==> src/rtl/arbitro_sumador_restador.sv <==
// Arbiter that sequences increment/decrement requests onto an external
// up/down counter. It grants at most one update every two cycles, alternates
// priority on conflict and never steps the counter past its bounds.
module arbitro_sumador_restador #(
  parameter int BITS_VALOR = 4,
  parameter int VALOR_MAX  = 15,
  parameter int VALOR_MIN  = 0
) (
  input  logic                  clk,
  input  logic                  reset,
  input  logic                  sol_suma,
  input  logic                  sol_resta,
  input  logic [BITS_VALOR-1:0] valor_actual,
  output logic                  actualizar,
  output logic                  operacion,
  output logic                  ack_suma,
  output logic                  ack_resta,
  output logic                  lleno,
  output logic                  vacio,
  output logic                  ocupado
);

  localparam logic [BITS_VALOR-1:0] LP_MAX = BITS_VALOR'(VALOR_MAX);
  localparam logic [BITS_VALOR-1:0] LP_MIN = BITS_VALOR'(VALOR_MIN);

  typedef enum logic {
    REPOSO     = 1'b0,
    ACTUALIZAR = 1'b1
  } estado_t;

  estado_t r_state, w_next_state;

  // r_prio_suma = 1 means suma wins the next conflict
  logic r_prio_suma, w_nxt_prio_suma;
  logic r_actualizar, r_operacion, r_ack_suma, r_ack_resta, r_ocupado;
  logic w_nxt_actualizar, w_nxt_operacion, w_nxt_ack_suma, w_nxt_ack_resta, w_nxt_ocupado;

  logic w_lleno, w_vacio;
  logic w_eleg_suma, w_eleg_resta;
  logic w_grant_suma, w_grant_resta;

  // Bound flags are plain unsigned compares on the live counter value
  assign w_lleno = (valor_actual >= LP_MAX);
  assign w_vacio = (valor_actual <= LP_MIN);

  // A request at its bound is ignored so it cannot block the other one
  assign w_eleg_suma  = sol_suma  & ~w_lleno;
  assign w_eleg_resta = sol_resta & ~w_vacio;

  assign w_grant_suma  = w_eleg_suma  & (~w_eleg_resta |  r_prio_suma);
  assign w_grant_resta = w_eleg_resta & (~w_eleg_suma  | ~r_prio_suma);

  // State, priority and registered outputs; reset aborts any grant in flight
  always_ff @(posedge clk or negedge reset) begin
    if (!reset) begin
      r_state      <= REPOSO;
      r_prio_suma  <= 1'b1;
      r_actualizar <= 1'b0;
      r_operacion  <= 1'b0;
      r_ack_suma   <= 1'b0;
      r_ack_resta  <= 1'b0;
      r_ocupado    <= 1'b0;
    end else begin
      r_state      <= w_next_state;
      r_prio_suma  <= w_nxt_prio_suma;
      r_actualizar <= w_nxt_actualizar;
      r_operacion  <= w_nxt_operacion;
      r_ack_suma   <= w_nxt_ack_suma;
      r_ack_resta  <= w_nxt_ack_resta;
      r_ocupado    <= w_nxt_ocupado;
    end
  end

  // Next state and next registered outputs; ACTUALIZAR lasts exactly one cycle
  always_comb begin
    w_next_state     = r_state;
    w_nxt_prio_suma  = r_prio_suma;
    w_nxt_actualizar = 1'b0;
    w_nxt_operacion  = r_operacion;
    w_nxt_ack_suma   = 1'b0;
    w_nxt_ack_resta  = 1'b0;
    w_nxt_ocupado    = 1'b0;
    case (r_state)
      REPOSO: begin
        if (w_grant_suma) begin
          w_next_state     = ACTUALIZAR;
          w_nxt_actualizar = 1'b1;
          w_nxt_operacion  = 1'b1;
          w_nxt_ack_suma   = 1'b1;
          w_nxt_ocupado    = 1'b1;
          w_nxt_prio_suma  = 1'b0;
        end else if (w_grant_resta) begin
          w_next_state     = ACTUALIZAR;
          w_nxt_actualizar = 1'b1;
          w_nxt_operacion  = 1'b0;
          w_nxt_ack_resta  = 1'b1;
          w_nxt_ocupado    = 1'b1;
          w_nxt_prio_suma  = 1'b1;
        end
      end
      ACTUALIZAR: w_next_state = REPOSO;
      default:    w_next_state = REPOSO;
    endcase
  end

  assign actualizar = r_actualizar;
  assign operacion  = r_operacion;
  assign ack_suma   = r_ack_suma;
  assign ack_resta  = r_ack_resta;
  assign ocupado    = r_ocupado;
  assign lleno      = w_lleno;
  assign vacio      = w_vacio;

endmodule

==> config.mk <==
export PLATFORM = sky130hd
export DESIGN_NAME = arbitro_sumador_restador
export DESIGN_NICKNAME = d
export VERILOG_FILES = /design/src/rtl/arbitro_sumador_restador.sv
export SDC_FILE = /design/constraint.sdc
export NUM_CORES = 1
export LEC_CHECK = 0
export ABC_AREA = 1
export CORE_AREA = 4 4 41 43
export DETAILED_ROUTE_END_ITERATION = 10
export DIE_AREA = 0 0 45 47
export HOLD_SLACK_MARGIN = 0.05
export PLACE_DENSITY = 0.56
export SLEW_MARGIN = 20
export SYNTH_ARGS = -nofsm -noshare
export SYNTH_HDL_FRONTEND = slang
export SYNTH_SLANG_ARGS = --single-unit
==> constraint.sdc <==
create_clock -name clk -period 0.9 [get_ports clk]
set_input_delay 0.225 -clock clk [delete_from_list [all_inputs] [get_ports clk]]
set_output_delay 0.225 -clock clk [all_outputs]
set_load 0.1 [all_outputs]
### After elaboration in Yosys (flattened, before gate mapping)

Index checks and enable logic that the tools add are counted.

| storage, ports and cells | value |
|---|---|
| register bits | 6 |
| input port bits | 8 |
| output and inout port bits | 7 |
| logic and storage cells | 34 |

| cells by class | value |
|---|---|
| magnitude comparators | 2 |
| mux-type cells | 12 |
| bitwise operators | 12 |
| reductions and logical operators | 2 |

Operators with widths:

| cell | count |
|---|---|
| 1-bit two-way mux | 11 |
| 1-bit inverter | 6 |
| 1-bit AND | 4 |
| 4-bit greater-or-equal comparator, second input constant | 1 |
| 4-bit by 1-bit less-or-equal comparator with 1-bit output, second input constant | 1 |
| 1-bit bitwise OR | 2 |
| 1-bit case mux with 2 select lines | 1 |
| 2-bit AND reduction | 1 |
| 2-bit nonzero test | 1 |

### Longest topological paths before layout

| depth | value |
|---|---|
| word-level depth | 9 |
| mapped depth | 6 |
| mapped depth without buffers | 6 |

### Worst setup path after synthesis

No wires, ideal clock.

| path | value |
|---|---|
| kind | register -> output |
| from | register r_ocupado (netlist: ocupado) |
| to | output port ocupado |
| arrival time | 1.340 ns |
| required time | 0.675 ns |
| setup slack | -0.665 ns |
| stages on the path, launching flop included | 2 |
| buffers on the path | 1 |
| cell sequence | dfrtp_1 buf_4 |

RTL lines:

| item | RTL line | text |
|---|---|---|
| from (decl) | 35 | `logic r_actualizar, r_operacion, r_ack_suma, r_ack_resta, r_ocupado;` |
| from (signal assigned) | 70 | `r_ocupado <= w_nxt_ocupado;` |
| to (decl) | 20 | `output logic ocupado` |

No word-level cell between the ends.

==> summary.txt <==
Clock network
  • Clock Sinks: 5
  • Clock root buffer: clkbuf_4
  • CTS clock-pin slew for the worst setup and hold paths: 50 ps
  • CTS tree: yes
  • CTS Hold Buffers Added: 0
  • CTS H-tree lvls: 1
  • Worst-Skew Late Latency: 240 ps
  • Max Buffers Root-to-Sink: 2
  • CTS buffer count: 3

Cells and area
  • Most common cell after layout, fill and taps aside: buf_12
  • Multi-input gate area: 170 µm²
  • Share of cells above drive strength 1: 71.4%
  • Utilization after layout: 51.1%
  • Number of nets in the layout: 65
  • Fillers: 126
  • Ant diodes: 0
  • Final instance area: 664 µm²
  • Post-route insts no fill: 71
  • Area growth from synthesis to layout: 142%
  • Sequential Area: 134 µm²
  • Leading cell types in the layout, fill and taps excluded: buf_12 (8), inv_1 (6), buf_4 (5)

STA
  • Worst-margin pin slew: 221 ps
  • Max-slew violations: 0
  • Fin worst setup slack: -251 ps
  • Max Clock Skew: 4.42 ps
  • Fmax: 869 MHz
  • Worst slew margin: 85.2%
  • Final hold violations: 0
  • Hold WS: 197 ps
  • RSZ-0062 raised after global routing: yes
  • Min Tclk post-route: 1150 ps
  • Final setup fails: 12
  • Tcrit/Tclk final: 128%

Routing
  • Via-to-Cell Ratio: 3.93
  • Routed via count: 279
  • DRT Wirelength: 663 µm
  • ANT nets after route: 0
  • DR DRC count: 0
  • Detailed Routing Iterations Pass 1: 1
  • Per-cell routed wire length: 9.34 µm
  • DRT iter0 DRCs: 0

Floorplanning
  • Core area: 1300 µm²
  • IO Pins: 15
  • Initial Util: 21.1%
  • Die area: 2120 µm²
  • Die Span X: 45 µm
  • Row count: 13
  • Die height: 47 µm

Critical path
  • Cell family with most CP delay: flip-flops
  • CP cell instances: buf_12
  • CP Launch Type: register
  • R2R Path Start: ocupado
  • WP data required: 670 ps
  • Worst path buffer plus inverter count: 1
  • CP max stage delay: 500 ps
  • Slowest CP cell: dfrtp_4
  • Crit path capture type: output port
  • Crit. Startpoint: ocupado
  • Arrival @ worst endpoint: 930 ps
  • Max FO, Critical Path: 3
  • Crit path kind: reg -> out

Hold path
  • Min-Delay Path Class: in -> async

Global route
  • Pin count of the biggest net entering global routing: 6
  • GRT Overall Usage: 7.63%
  • Number of global-route vias before repair: 262
  • Initial antenna violation count: 0
  • Total grt overflow: 0
  • First-pass GRT wire length: 1.06 mm

Power
  • Total chip power: 0.00129 W
  • Flop pwr share: 25.5%
  • Pint: 0.000728 W
  • NetSw: 0.000562 W
  • Clk pwr share: 20.4%
  • Logic pwr share: 54.0%
  • Pwr dens: 1940 nW/µm²
  • Leakage power: 0.314 nW
  • Maximum VDD drop: 0.975 mV
  • Sw frac: 43.6%

Place
  • Inst Count DP: 63
  • Port Buf Inserts: 14
  • Final HPWL from detailed placement: 525 µm
  • GP Congestion: 0.668
  • Placed Instance Area: 551 µm²

Yosys
  • Synth warn: 0
  • Syn Area/Cell: 8.06 µm²
  • FF+latch count, synth: 5
  • Synth Net Count: 42
  • Synth Instances: 34
  • Cell variety after synth: 12
  • Mapped Area: 274 µm²
  • Sequential fraction of the synthesis area: 46.1%

Run status
  • Failing checks: negative setup slack
  • Status: complete, but fails checks

Flow run
  • Max cap viols: 0
==> power groups by stage <==
stage	sequential [W]	clock, W	combinational [W]
2_1_floorplan	0.000536	0	0.000183
3_3_place_gp	0.000338	0	0.000619
3_5_place_dp	0.000339	0	0.000620
4_1_cts	0.000331	0.000276	0.000660
5_1_grt	0.000336	0.000290	0.000728
6_report	0.000329	0.000264	0.000697
==> timing repair <==
| item | in CTS | in global routing |
|---|---|---|
| pin swaps | 3 | 2 |
| resized for setup | 30 | 5 |
| buffers inserted | 2 | 2 |
| hold endpoints to repair | 0 | 0 |
| setup endpoints to repair | 12 | 12 |
==> Yosys cell counts, drive strengths merged <==
cell type | instances | area share (%)
inv | 9 | 12
dfrtp | 4 | 37
buf | 1 | 2.7
dfstp | 1 | 9.6
nor2 | 4 | 9.1
nand2 | 9 | 17
nand3 | 6 | 13
==> sequential cells by signal, summed over array words and instances, names as in the netlist <==
| name | cells |
|---|---|
| ack_suma | 1 |
| operacion | 1 |
| ack_resta | 1 |
| ocupado | 1 |
| r_prio_suma | 1 |
==> logic make-up (layout without fill, tap and decap cells) <==
kind of cell | count (synthesis) | count (layout) | synth area share [%]
buffers and inverters | 10 | 32 | 15.1
flip-flops | 5 | 5 | 46.1
AND/OR/NAND/NOR | 19 | 19 | 38.8
==> path summary, 6_finish.rpt <==
check	end	slack [ps]	cells past startpoint
hold / removal	ocupado	200	1
min in group clk	ocupado	390	6
setup reg to reg	operacion	-160	5
hold reg to reg	r_prio_suma	500	2
max in group asynchronous	r_prio_suma	450	1
setup / recovery	actualizar	-250	1
==> per-layer routing <==
layer,share of wire [%],GRT usage [%],up-vias
li1,-,-,141
met1,36,7.41,124
met2,52,11.3,10
met3,9.4,5.75,4
met4,2.1,5.26,0
met5,0,0,-
==> worst register-to-register path, cell delays in order (launching register included) <==
cell and delay [ps]:
dfrtp_4 500, buf_4 160, inv_6 70, nand3_4 100, nand3_2 80, nand2_1 50
==> layout make-up <==
class,count,share of cell area (%)
timing repair buffer,19,41.1
multi-input combinational,19,25.6
sequential,5,20.2
inverter,9,6.40
clock buffer,4,3.95
tap,15,2.82
==> stage by stage <==
stage,worst slack [ps],setup TNS (ps)
after floorplan,-242,-1340
after global placement,-579,-3840
after detailed placement,-591,-3960
after CTS,-264,-1640
after global routing,-277,-1990
final,-251,-1570
(Power assumes the default switching activity.)
